==> config.mk <==
export PLATFORM = sky130hd
export DESIGN_NAME = ps2_keycode_encoder
export DESIGN_NICKNAME = d
export VERILOG_FILES = /design/src/rtl/ps2_keycode_encoder.sv
export SDC_FILE = /design/constraint.sdc
export NUM_CORES = 1
export LEC_CHECK = 0
export BUFFER_PORTS_ARGS = -buffer_cell sky130_fd_sc_hd__buf_4
export CORE_UTILIZATION = 45
export CTS_CLUSTER_SIZE = 30
export DETAILED_ROUTE_END_ITERATION = 8
export GPL_TIMING_DRIVEN = 0
export PLACE_DENSITY = 0.58
export SLEW_MARGIN = 20
export SYNTH_ARGS = -nofsm -noshare
export SYNTH_HDL_FRONTEND = slang
export SYNTH_SLANG_ARGS = --single-unit
==> constraint.sdc <==
create_clock -name clk -period 4.2 [get_ports clk]
set_input_delay 0.84 -clock clk [delete_from_list [all_inputs] [get_ports clk]]
set_output_delay 0.84 -clock clk [all_outputs]
set_load 0.005 [all_outputs]
==> src/rtl/ps2_keycode_encoder.sv <==
// Device-side PS/2 transmitter: key events -> scan-code bytes -> 11-bit frames on ps2Clk/ps2Data.
// Optional typematic repeat is enabled by defining KEY_REPEAT_EN.
module ps2_keycode_encoder #(
  parameter int unsigned CLK_HALF_PERIOD = 1250,
  parameter int unsigned INTER_BYTE_GAP  = 2500,
  parameter int unsigned REPEAT_DELAY    = 25000000,
  parameter int unsigned REPEAT_PERIOD   = 5000000
) (
  input  logic       clk,
  input  logic       resetN,
  input  logic [8:0] keyCode,
  input  logic       make,
  input  logic       brakee,
  input  logic       eventValid,
  output logic       eventReady,
  output logic       ps2Clk,
  output logic       ps2Data,
  output logic       busy,
  output logic [7:0] txByte,
  output logic       byteSent
);

  typedef enum logic [2:0] {IDLE, LOAD, BIT_HI, BIT_LO, GAP} state_t;

  typedef struct packed {
    logic [1:0]      n;
    logic [2:0][7:0] b;
  } seq_t;

  localparam int unsigned HALF_LAST = CLK_HALF_PERIOD - 1;
  localparam int unsigned GAP_LAST  = (INTER_BYTE_GAP > 0) ? INTER_BYTE_GAP - 1 : 0;
  // Between bytes of one sequence the LOAD cycle supplies the final idle cycle.
  localparam int unsigned GAP_MID   = (INTER_BYTE_GAP > 1) ? INTER_BYTE_GAP - 2 : 0;

  function automatic seq_t build_seq(input logic [8:0] code, input logic is_break,
                                     input logic is_make);
    seq_t s;
    s = '0;
    if (is_break) begin
      if (code[8]) begin
        s.n    = 2'd3;
        s.b[0] = 8'hE0;
        s.b[1] = 8'hF0;
        s.b[2] = code[7:0];
      end else begin
        s.n    = 2'd2;
        s.b[0] = 8'hF0;
        s.b[1] = code[7:0];
      end
    end else if (is_make) begin
      if (code[8]) begin
        s.n    = 2'd2;
        s.b[0] = 8'hE0;
        s.b[1] = code[7:0];
      end else begin
        s.n    = 2'd1;
        s.b[0] = code[7:0];
      end
    end
    return s;
  endfunction

  state_t          state_q;
  logic [31:0]     cnt_q;
  logic [3:0]      bit_q;
  logic [10:0]     frame_q;
  logic [2:0][7:0] seq_q;
  logic [1:0]      n_q;
  logic [1:0]      idx_q;
  seq_t            ev_seq_d;

  always_comb begin
    ev_seq_d = build_seq(keyCode, brakee, make);
  end

`ifdef KEY_REPEAT_EN
  logic        armed_q;
  logic        rep_run_q;
  logic        ev_make_q;
  logic [8:0]  ev_code_q;
  logic [8:0]  rep_code_q;
  logic [31:0] rep_cnt_q;
  seq_t        rep_seq_d;
  logic        accept_d;
  logic        rep_fire_d;
  logic        seq_done_d;

  always_comb begin
    rep_seq_d  = build_seq(rep_code_q, 1'b0, 1'b1);
    accept_d   = (state_q == IDLE) && eventValid && eventReady;
    rep_fire_d = (state_q == IDLE) && !accept_d && armed_q && (rep_cnt_q == '0);
    seq_done_d = (idx_q == n_q) &&
                 ((state_q == LOAD) || ((state_q == GAP) && (cnt_q == GAP_LAST)));
  end

  always_ff @(posedge clk or negedge resetN) begin
    if (!resetN) begin
      armed_q    <= 1'b0;
      rep_run_q  <= 1'b0;
      ev_make_q  <= 1'b0;
      ev_code_q  <= '0;
      rep_code_q <= '0;
      rep_cnt_q  <= '0;
    end else begin
      if (accept_d) begin
        ev_make_q <= make & ~brakee;
        ev_code_q <= keyCode;
        rep_run_q <= 1'b0;
        if (brakee && (keyCode == rep_code_q))
          armed_q <= 1'b0;
      end else if (rep_fire_d) begin
        ev_make_q <= 1'b1;
        ev_code_q <= rep_code_q;
        rep_run_q <= 1'b1;
      end
      // A completed make (new or repeated) retargets and restarts the timer.
      if (seq_done_d && ev_make_q) begin
        armed_q    <= 1'b1;
        rep_code_q <= ev_code_q;
        rep_cnt_q  <= rep_run_q ? REPEAT_PERIOD - 1 : REPEAT_DELAY - 1;
      end else if ((state_q == IDLE) && armed_q && (rep_cnt_q != '0)) begin
        rep_cnt_q <= rep_cnt_q - 32'd1;
      end
    end
  end
`else
  logic unused_repeat_cfg;
  assign unused_repeat_cfg = ^{REPEAT_DELAY, REPEAT_PERIOD};
`endif

  always_ff @(posedge clk or negedge resetN) begin
    if (!resetN) begin
      state_q    <= IDLE;
      cnt_q      <= '0;
      bit_q      <= '0;
      frame_q    <= '1;
      seq_q      <= '0;
      n_q        <= '0;
      idx_q      <= '0;
      eventReady <= 1'b1;
      busy       <= 1'b0;
      ps2Clk     <= 1'b1;
      ps2Data    <= 1'b1;
      txByte     <= '0;
      byteSent   <= 1'b0;
    end else begin
      byteSent <= 1'b0;
      unique case (state_q)
        IDLE: begin
          if (eventValid && eventReady) begin
            seq_q      <= ev_seq_d.b;
            n_q        <= ev_seq_d.n;
            idx_q      <= '0;
            busy       <= 1'b1;
            eventReady <= 1'b0;
            state_q    <= LOAD;
          end
`ifdef KEY_REPEAT_EN
          else if (rep_fire_d) begin
            seq_q      <= rep_seq_d.b;
            n_q        <= rep_seq_d.n;
            idx_q      <= '0;
            busy       <= 1'b1;
            eventReady <= 1'b0;
            state_q    <= LOAD;
          end
`endif
        end
        LOAD: begin
          if (idx_q == n_q) begin
            busy       <= 1'b0;
            eventReady <= 1'b1;
            state_q    <= IDLE;
          end else begin
            txByte  <= seq_q[idx_q];
            frame_q <= {1'b1, ~^seq_q[idx_q], seq_q[idx_q], 1'b0};
            idx_q   <= idx_q + 2'd1;
            bit_q   <= '0;
            cnt_q   <= '0;
            ps2Clk  <= 1'b1;
            ps2Data <= 1'b0;
            state_q <= BIT_HI;
          end
        end
        BIT_HI: begin
          if (cnt_q == HALF_LAST) begin
            cnt_q   <= '0;
            ps2Clk  <= 1'b0;
            state_q <= BIT_LO;
          end else begin
            cnt_q <= cnt_q + 32'd1;
          end
        end
        BIT_LO: begin
          if (cnt_q == HALF_LAST) begin
            cnt_q  <= '0;
            ps2Clk <= 1'b1;
            if (bit_q == 4'd10) begin
              ps2Data  <= 1'b1;
              byteSent <= 1'b1;
              state_q  <= GAP;
            end else begin
              bit_q   <= bit_q + 4'd1;
              ps2Data <= frame_q[bit_q + 4'd1];
              state_q <= BIT_HI;
            end
          end else begin
            cnt_q <= cnt_q + 32'd1;
          end
        end
        GAP: begin
          if ((idx_q != n_q) && (cnt_q == GAP_MID)) begin
            cnt_q   <= '0;
            state_q <= LOAD;
          end else if ((idx_q == n_q) && (cnt_q == GAP_LAST)) begin
            cnt_q      <= '0;
            busy       <= 1'b0;
            eventReady <= 1'b1;
            state_q    <= IDLE;
          end else begin
            cnt_q <= cnt_q + 32'd1;
          end
        end
        default: state_q <= IDLE;
      endcase
    end
  end

endmodule

==> results of run 1 <==
[cell type report]
cell class                 instances  area, µm²  area share (%)
sequential                        90       2270            42.5
timing repair buffer              24        184            3.45
buffer                            35        159            2.98
tap                              136        170            3.19
multi-input combinational        405       2310            43.4
inverter                          14       52.6           0.985
clock buffer                      13        149            2.79
clock inverter                     3       40.0           0.750
[through the flow]
| stage | area [µm²] | setup WS (ns) | power, W | std cells |
|---|---|---|---|---|
| after detailed placement | 5150 | 1.47 | 0.000927 | 704 |
| final | 5340 | 1.46 | 0.00151 | 720 |
| after CTS | 5340 | 1.45 | 0.00154 | 720 |
| after floorplan | 4790 | 2.07 | 0.000894 | 544 |
| after global placement | 5140 | 1.35 | 0.000925 | 704 |
| after global routing | 5340 | 1.23 | 0.00157 | 720 |
[power groups by stage]
stage | clock network [W] | logic [W] | registers, W
final | 0.000598 | 0.0000424 | 0.000866
after floorplan | 0 | 0.0000107 | 0.000883
after global placement | 0 | 0.0000424 | 0.000883
after detailed placement | 0 | 0.0000435 | 0.000883
after global routing | 0.000657 | 0.0000495 | 0.000867
after CTS | 0.000625 | 0.0000440 | 0.000866
[registers in the layout, summed over array words and instances (netlist names)]
name,cells
bit_q,4
busy,1
byteSent,1
cnt_q,32
eventReady,1
frame_q,10
idx_q,2
n_q,2
ps2Clk,1
ps2Data,1
seq_q,24
state_q,3
txByte,8
[worst max-delay path, cell delays in order (launching register included)]
cell and delay, ns:
dfrtp_1 0.45, nor4_1 0.46, nand4_1 0.34, nor3_1 0.47, o22ai_1 0.25, buf_6 0.20
buf_2 0.20, a21oi_1 0.15, a31oi_1 0.07
[path summary, 6_finish.rpt]
check | startpoint | endpoint | slack (ns) | cells after the start
worst max-delay path | cnt_q[23] | cnt_q[5] | 1.46 | 8
worst min-delay path | seq_q[0] | seq_q[0] | 0.47 | 2
worst max register to register | cnt_q[23] | cnt_q[5] | 1.46 | 8
worst min register to register | seq_q[0] | seq_q[0] | 0.47 | 2
max in group asynchronous | resetN | cnt_q[6] | 3.12 | 1
min in group asynchronous | resetN | txByte[1] | 0.53 | 1
[synth_stat cells, drive strengths merged, types with 3 or more instances]
library cell,number
dfrtp,77
nand2,70
nor2,70
nand3,35
o21ai,32
a21oi,31
clkbuf,28
a31oi,24
nor3,17
inv,14
dfstp,13
mux2i,11
nor4,10
xnor2,9
nand4,8
buf,7
o2bb2ai,7
a22o,6
and3,6
or3,6
a21o,5
ha,5
nor2b,5
xor2,5
and2,4
a221oi,3
a41oi,3
o211ai,3
o22ai,3
or2,3
[cell families after synthesis]
family          count (synthesis)  synth area share [%]
simple gates                  243                  23.5
compound gates                130                  17.6
flops                          90                  47.4
buf+inv                        49                  4.42
xor+xnor                       14                  2.56
mux                            13                  3.24
fa+ha+maj                       5                  1.31
[routing by layer]
metal	global-route usage (%)	up-vias	wire (µm)
met5	0	-	0
met4	9.46	0	197
met3	3.68	14	448
met2	34.2	68	5110
met1	36.7	1972	6310
li1	-	2007	-
==> impl_results.md, run 1 <==
* Status: finished clean
* Clock Sinks at 90
* Total die area at between 10,000 and 15,000 µm²
* Worst setup SP type: flop
* Post-synthesis cell area at 4790 µm²
* Sequential Power Share at between 50% and 60%
* Clock transition at path regs at roughly 0.09 ns
* Critical path type: flop to flop
* Syn Nets at 563
* Post-CTS Resized at 0
* Clock Latency Late Sink at 0.38 ns
* Core Area at approximately 10,000 µm²
* Worst setup EP type: flop
* Clock network power share at 39.7%
* Synth top area share at 40.2%
* CP Max Fanout at 10
* Final period util at 65.2%
* Util after Layout at 51.7%
* Ys flop type: dfrtp_1
* Synthesized instance count at 544
* Setup TNS at 0 ns
* Logic pwr share at 2.8%
* CTS tree: yes
* Max VDD drop at roughly 0.14 mV
* Commonest cells after routing, fill and taps aside: 77 x dfrtp_1, 70 x nand2_1, 70 x nor2_1
* Antenna cells at 0
* Critical Path AT at 2.97 ns
* Clk root buf: clkbuf_8
* Max-slew headroom at between 30 and 40%
* Worst Hold Class: flop to flop
* Layout fillers at between 900 and 1,000
* Gr usage total at between 20 and 25%
* Num rows at 37
* Post-DR wirelength/cell at 16.8 µm
* RSZ-0062 raised after global routing: no
* Die height at 105 µm
* Largest net degree at the start of global routing at 91
* Initial Utilization at 46.4%
* Antenna violation net count after detailed routing at 0
* Post-synthesis register bit count at 90
* Sw Ratio at between 20 and 25%
* Via count at between 4,000 and 5,000
* Die width at 105 µm
* Grt ovf at 0
* Initial antenna violation count at 0
* Fin. max-slew vios at 0
* Vias per cell at 5.64
* CTS Buf Count at 9
* Commonest non-fill, non-tap cell in the layout: dfrtp_1
* Avg Inst Size Synth at between 8 and 9 µm²
* Max clock buf depth at 2
* CP required at ~4.4 ns
* Ports at 27
* Drt pass-1 iters at 4
* Number of nets in the final layout at 598
* Synth-to-Final Area Change at 11.5%
* Max Cap Violations at 0
* Pin slew with the least headroom to its limit at approximately 0.92 ns
* Internal at about 0.0012 W
* Yosys warnings at 0
* Clock skew at 0.00832 ns
* Vias in the first global route at 3,952
* Post-synth EDFFs at 0
* FMAX at 365 MHz
* Setup Fix Bufs, Post-CTS at 0
* Max H-tree Level at 3
* Post-Route WL at 12.1 mm
* Setup violations, final at 0
* Minimum clock period at 2.74 ns
* Static Leak at 2.44 nW
* Post-synth cell types at 54
* Ranking of synthesized cells by area: dfrtp_1 40%, dfstp_2 7.1%, nand2_1 5.5%
* Share of layout cells above drive strength 1 at 11.6%
* Cts hold-fix bufs at 0
* Sw power at 0.000339 W
* GP Congestion at approximately 0.87
* Synth area leader: dfrtp_1
* Async set-reset flop share out of synthesis at 100%
* First-pass GRT wire length at 20.5 mm
* Sequential element share of the synthesized area at 47.4%
* WHS at 0.475 ns
* PortBufs at 24
* Power per cell area at 282 nW/µm²
* Final hold vios at 0
* Post-route DRC violation count at 0
* 1st-iter DRT viols at ~310
* Post-detail-place hpwl at 8.34 mm
Note: power is estimated with default switching activity, not from simulation.
==> run 2, diff against run 1 <==
- clock period: 4.2 -> 2.6 ns (I/O delays scaled with it)
==> run 2 against run 1 <==
Effect of this change: final cell count is 0.14% higher; count of clock-buffer cells in the layout stayed put; worst setup slack worse by 1.3 ns; first-iteration DRC count is 9.4% lower; global-route usage is 0.18 points higher; sequential cell count stayed put; cell area is 1.5% higher; die area stayed put; non-clock buffer count is 1 higher; clock power is 62% higher.
==> impl_results.md, run 2 (same netlist as run 1, synthesis figures left out) <==
* Max H-tree Level at 3 (unchanged)
* Max VDD drop at 0.229 mV (+62%)
* Critical Path AT at 2.67 ns (-0.30 ns)
* Non-filler instance count after layout at 721 (+0.14%)
* Num rows at 37 (unchanged)
* Initial antenna violation count at 0 (unchanged)
* Initial Utilization at 46.4% (unchanged)
* Number of nets in the final layout at 599 (+0.17%)
* Worst setup SP type: flop
* Antenna violation net count after detailed routing at 0 (unchanged)
* Antenna cells at 0 (unchanged)
* Core Area at 10,300 µm² (unchanged)
* Power per cell area at 449 nW/µm² (+59%)
* Layout fillers at 978 (-0.31%)
* Grt ovf at 0 (unchanged)
* CTS Buf Count at 9 (unchanged)
* Ports at 27 (unchanged)
* Vias in the first global route at 3,964 (+0.30%)
* Largest net degree at the start of global routing at 91 (unchanged)
* Max clock buf depth at 2 (unchanged)
* Slowest-stage cell, CP: dfrtp_1
* Vias per cell at 5.65 (+0.18%)
* Clk root buf: clkbuf_8
* Post-DR wirelength/cell at 17.0 µm (+1.4%)
* Multi-input logic area at 2390 µm² (+3.1%)
* CTS tree: yes
* Top Registers: cnt_q: 32 flops, seq_q: 24 flops, frame_q: 10 flops
* Max-slew headroom at 43.9% (+5.1 points)
* Final worst setup slack at 0.155 ns (-1.31 ns)
* Max reg flops at 32 (unchanged)
* RSZ-0062 raised after global routing: no
* Placed cell count at 704 (unchanged)
* Reg with most FFs: cnt_q
* Reg2Reg Depth at 9 (+1)
* GP Congestion at 0.873 (unchanged)
* FMAX at 409 MHz (+12%)
* Minimum clock period at 2.45 ns (-0.293 ns)
* First-pass GRT wire length at 20.6 mm (+0.74%)
* Final hold vios at 0 (unchanged)
* Critical path type: flop to flop
* Register Area at 2270 µm² (unchanged)
* Status: finished clean
* Pre-CTS setup slack at -0.127 ns (-1.60 ns)
* R2R Setup Slk at 0.15 ns (-1.31 ns)
* Fin. max-slew vios at 0 (unchanged)
* Via count at 4,074 (+0.32%)
* Commonest non-fill, non-tap cell in the layout: dfrtp_1
* Clock skew at 0.00950 ns (+0.00117 ns)
* Worst setup EP type: flop
* CP peak stage delay at 0.46 ns (about the same)
* Clock Sinks at 90 (unchanged)
* Util after Layout at 52.5% (+0.78 points)
* 1st-iter DRT viols at 278 (-9.4%)
* Post-Route WL at 12.2 mm (+1.5%)
* Clock transition at path regs at 0.09 ns (about the same)
* Clock Latency Late Sink at 0.38 ns (about the same)
* Final period util at 94.1% (+29 points)
* Reg2reg end: cnt_q[5]
* CP Cell Sequence: nor4_2 -> nand4_1 -> buf_4 -> nor3_2 -> o22ai_2 -> buf_6 -> buf_2 -> a21oi_1 -> a31oi_1
* CP required at 2.83 ns (-1.60 ns)
* Critical Path Source: cnt_q[23]
* Drt pass-1 iters at 4 (unchanged)
* Commonest cells after routing, fill and taps aside: 77 x dfrtp_1, 70 x nand2_1, 70 x nor2_1
* Worst Hold Class: input port to async pin
* PortBufs at 24 (unchanged)
* CP Max Fanout at 10 (unchanged)
* R2R Path Start: cnt_q[23]
* Total die area at 11,100 µm² (unchanged)
* Die height at 105 µm (unchanged)
* Share of layout cells above drive strength 1 at 13.5% (+1.9 points)
* Post-detail-place hpwl at 8.34 mm (unchanged)
* Synth-to-Final Area Change at 13.1%
* Max Cap Violations at 0 (unchanged)
* Gr usage total at 24.3% (+0.18 points)
* Post-route DRC violation count at 0 (unchanged)
* Setup violations, final at 0 (unchanged)
* Cts hold-fix bufs at 0 (unchanged)
* Die width at 105 µm (unchanged)
* Pin slew with the least headroom to its limit at 0.839 ns (-0.0766 ns)
* Static Leak at 2.46 nW (+0.87%)
==> run 2: cell count changes in the layout (fill, tap and decap cells not counted), sizes merged <==
cell,before,now
buf,31,32
==> run 2: timing repair <==
action,4_1_cts,5_1_grt
pin swaps,1,1
endpoints found under the setup margin,29,40
setup buffers,0,1
gates resized for setup,3,11
cloned,0,0
==> run 2: layer usage <==
| layer | GRT usage (%) | share of wire, % | wire (µm) | up-vias |
|---|---|---|---|---|
| met5 | 0 | 0 | 0 | - |
| met4 | 9.46 | 1.6 | 197 | 0 |
| met3 | 3.68 | 2.9 | 359 | 14 |
| met2 | 34.6 | 44 | 5350 | 69 |
| met1 | 36.9 | 52 | 6340 | 1984 |
| li1 | - | - | - | 2007 |
==> run 2: where the power goes <==
group	internal [W]	switching, W
sequential	0.00140	0
clock	0.000469	0.000498
combinational	0.0000177	0.0000504
==> run 2: critical path, delay by kind of cell, from the launching register on <==
family	cells	cell delay, ns
DFF	1	0.46
and+or+nand+nor	3	0.85
buffers and inverters	3	0.56
AOI/OAI and AO/OA	3	0.41
==> run 2: layout make-up <==
class                   count  share of cell area [%]
plain buffers              35                    2.96
clock buffers              13                    2.75
clock inverters             3                   0.739
inverters                  14                   0.970
multi-input cells         405                    44.0
flip-flops and latches     90                    41.9
well taps                 136                    3.14
repair buffers             25                    3.53
==> run 2: worst max-delay path by stage <==
stage           endpoint  slack (ns)  cells after the start
6_report        cnt_q[5]        0.15                      9
5_1_grt         cnt_q[7]        0.02                      7
4_1_cts        txByte[7]        0.05                      6
3_5_place_dp    cnt_q[5]       -0.13                      8
3_3_place_gp    cnt_q[5]       -0.09                      8
2_1_floorplan   cnt_q[5]        0.47                      7
==> run 2: through the flow <==
stage	hold slack [ns]	area, µm²	setup TNS, ns	power [W]
3_3_place_gp	0.450	5140	-0.804	0.00149
2_1_floorplan	0.224	4790	0	0.00144
5_1_grt	0.281	5420	0	0.00254
3_5_place_dp	0.456	5150	-1.69	0.00150
4_1_cts	0.241	5360	0	0.00248
6_report	0.207	5420	0	0.00244
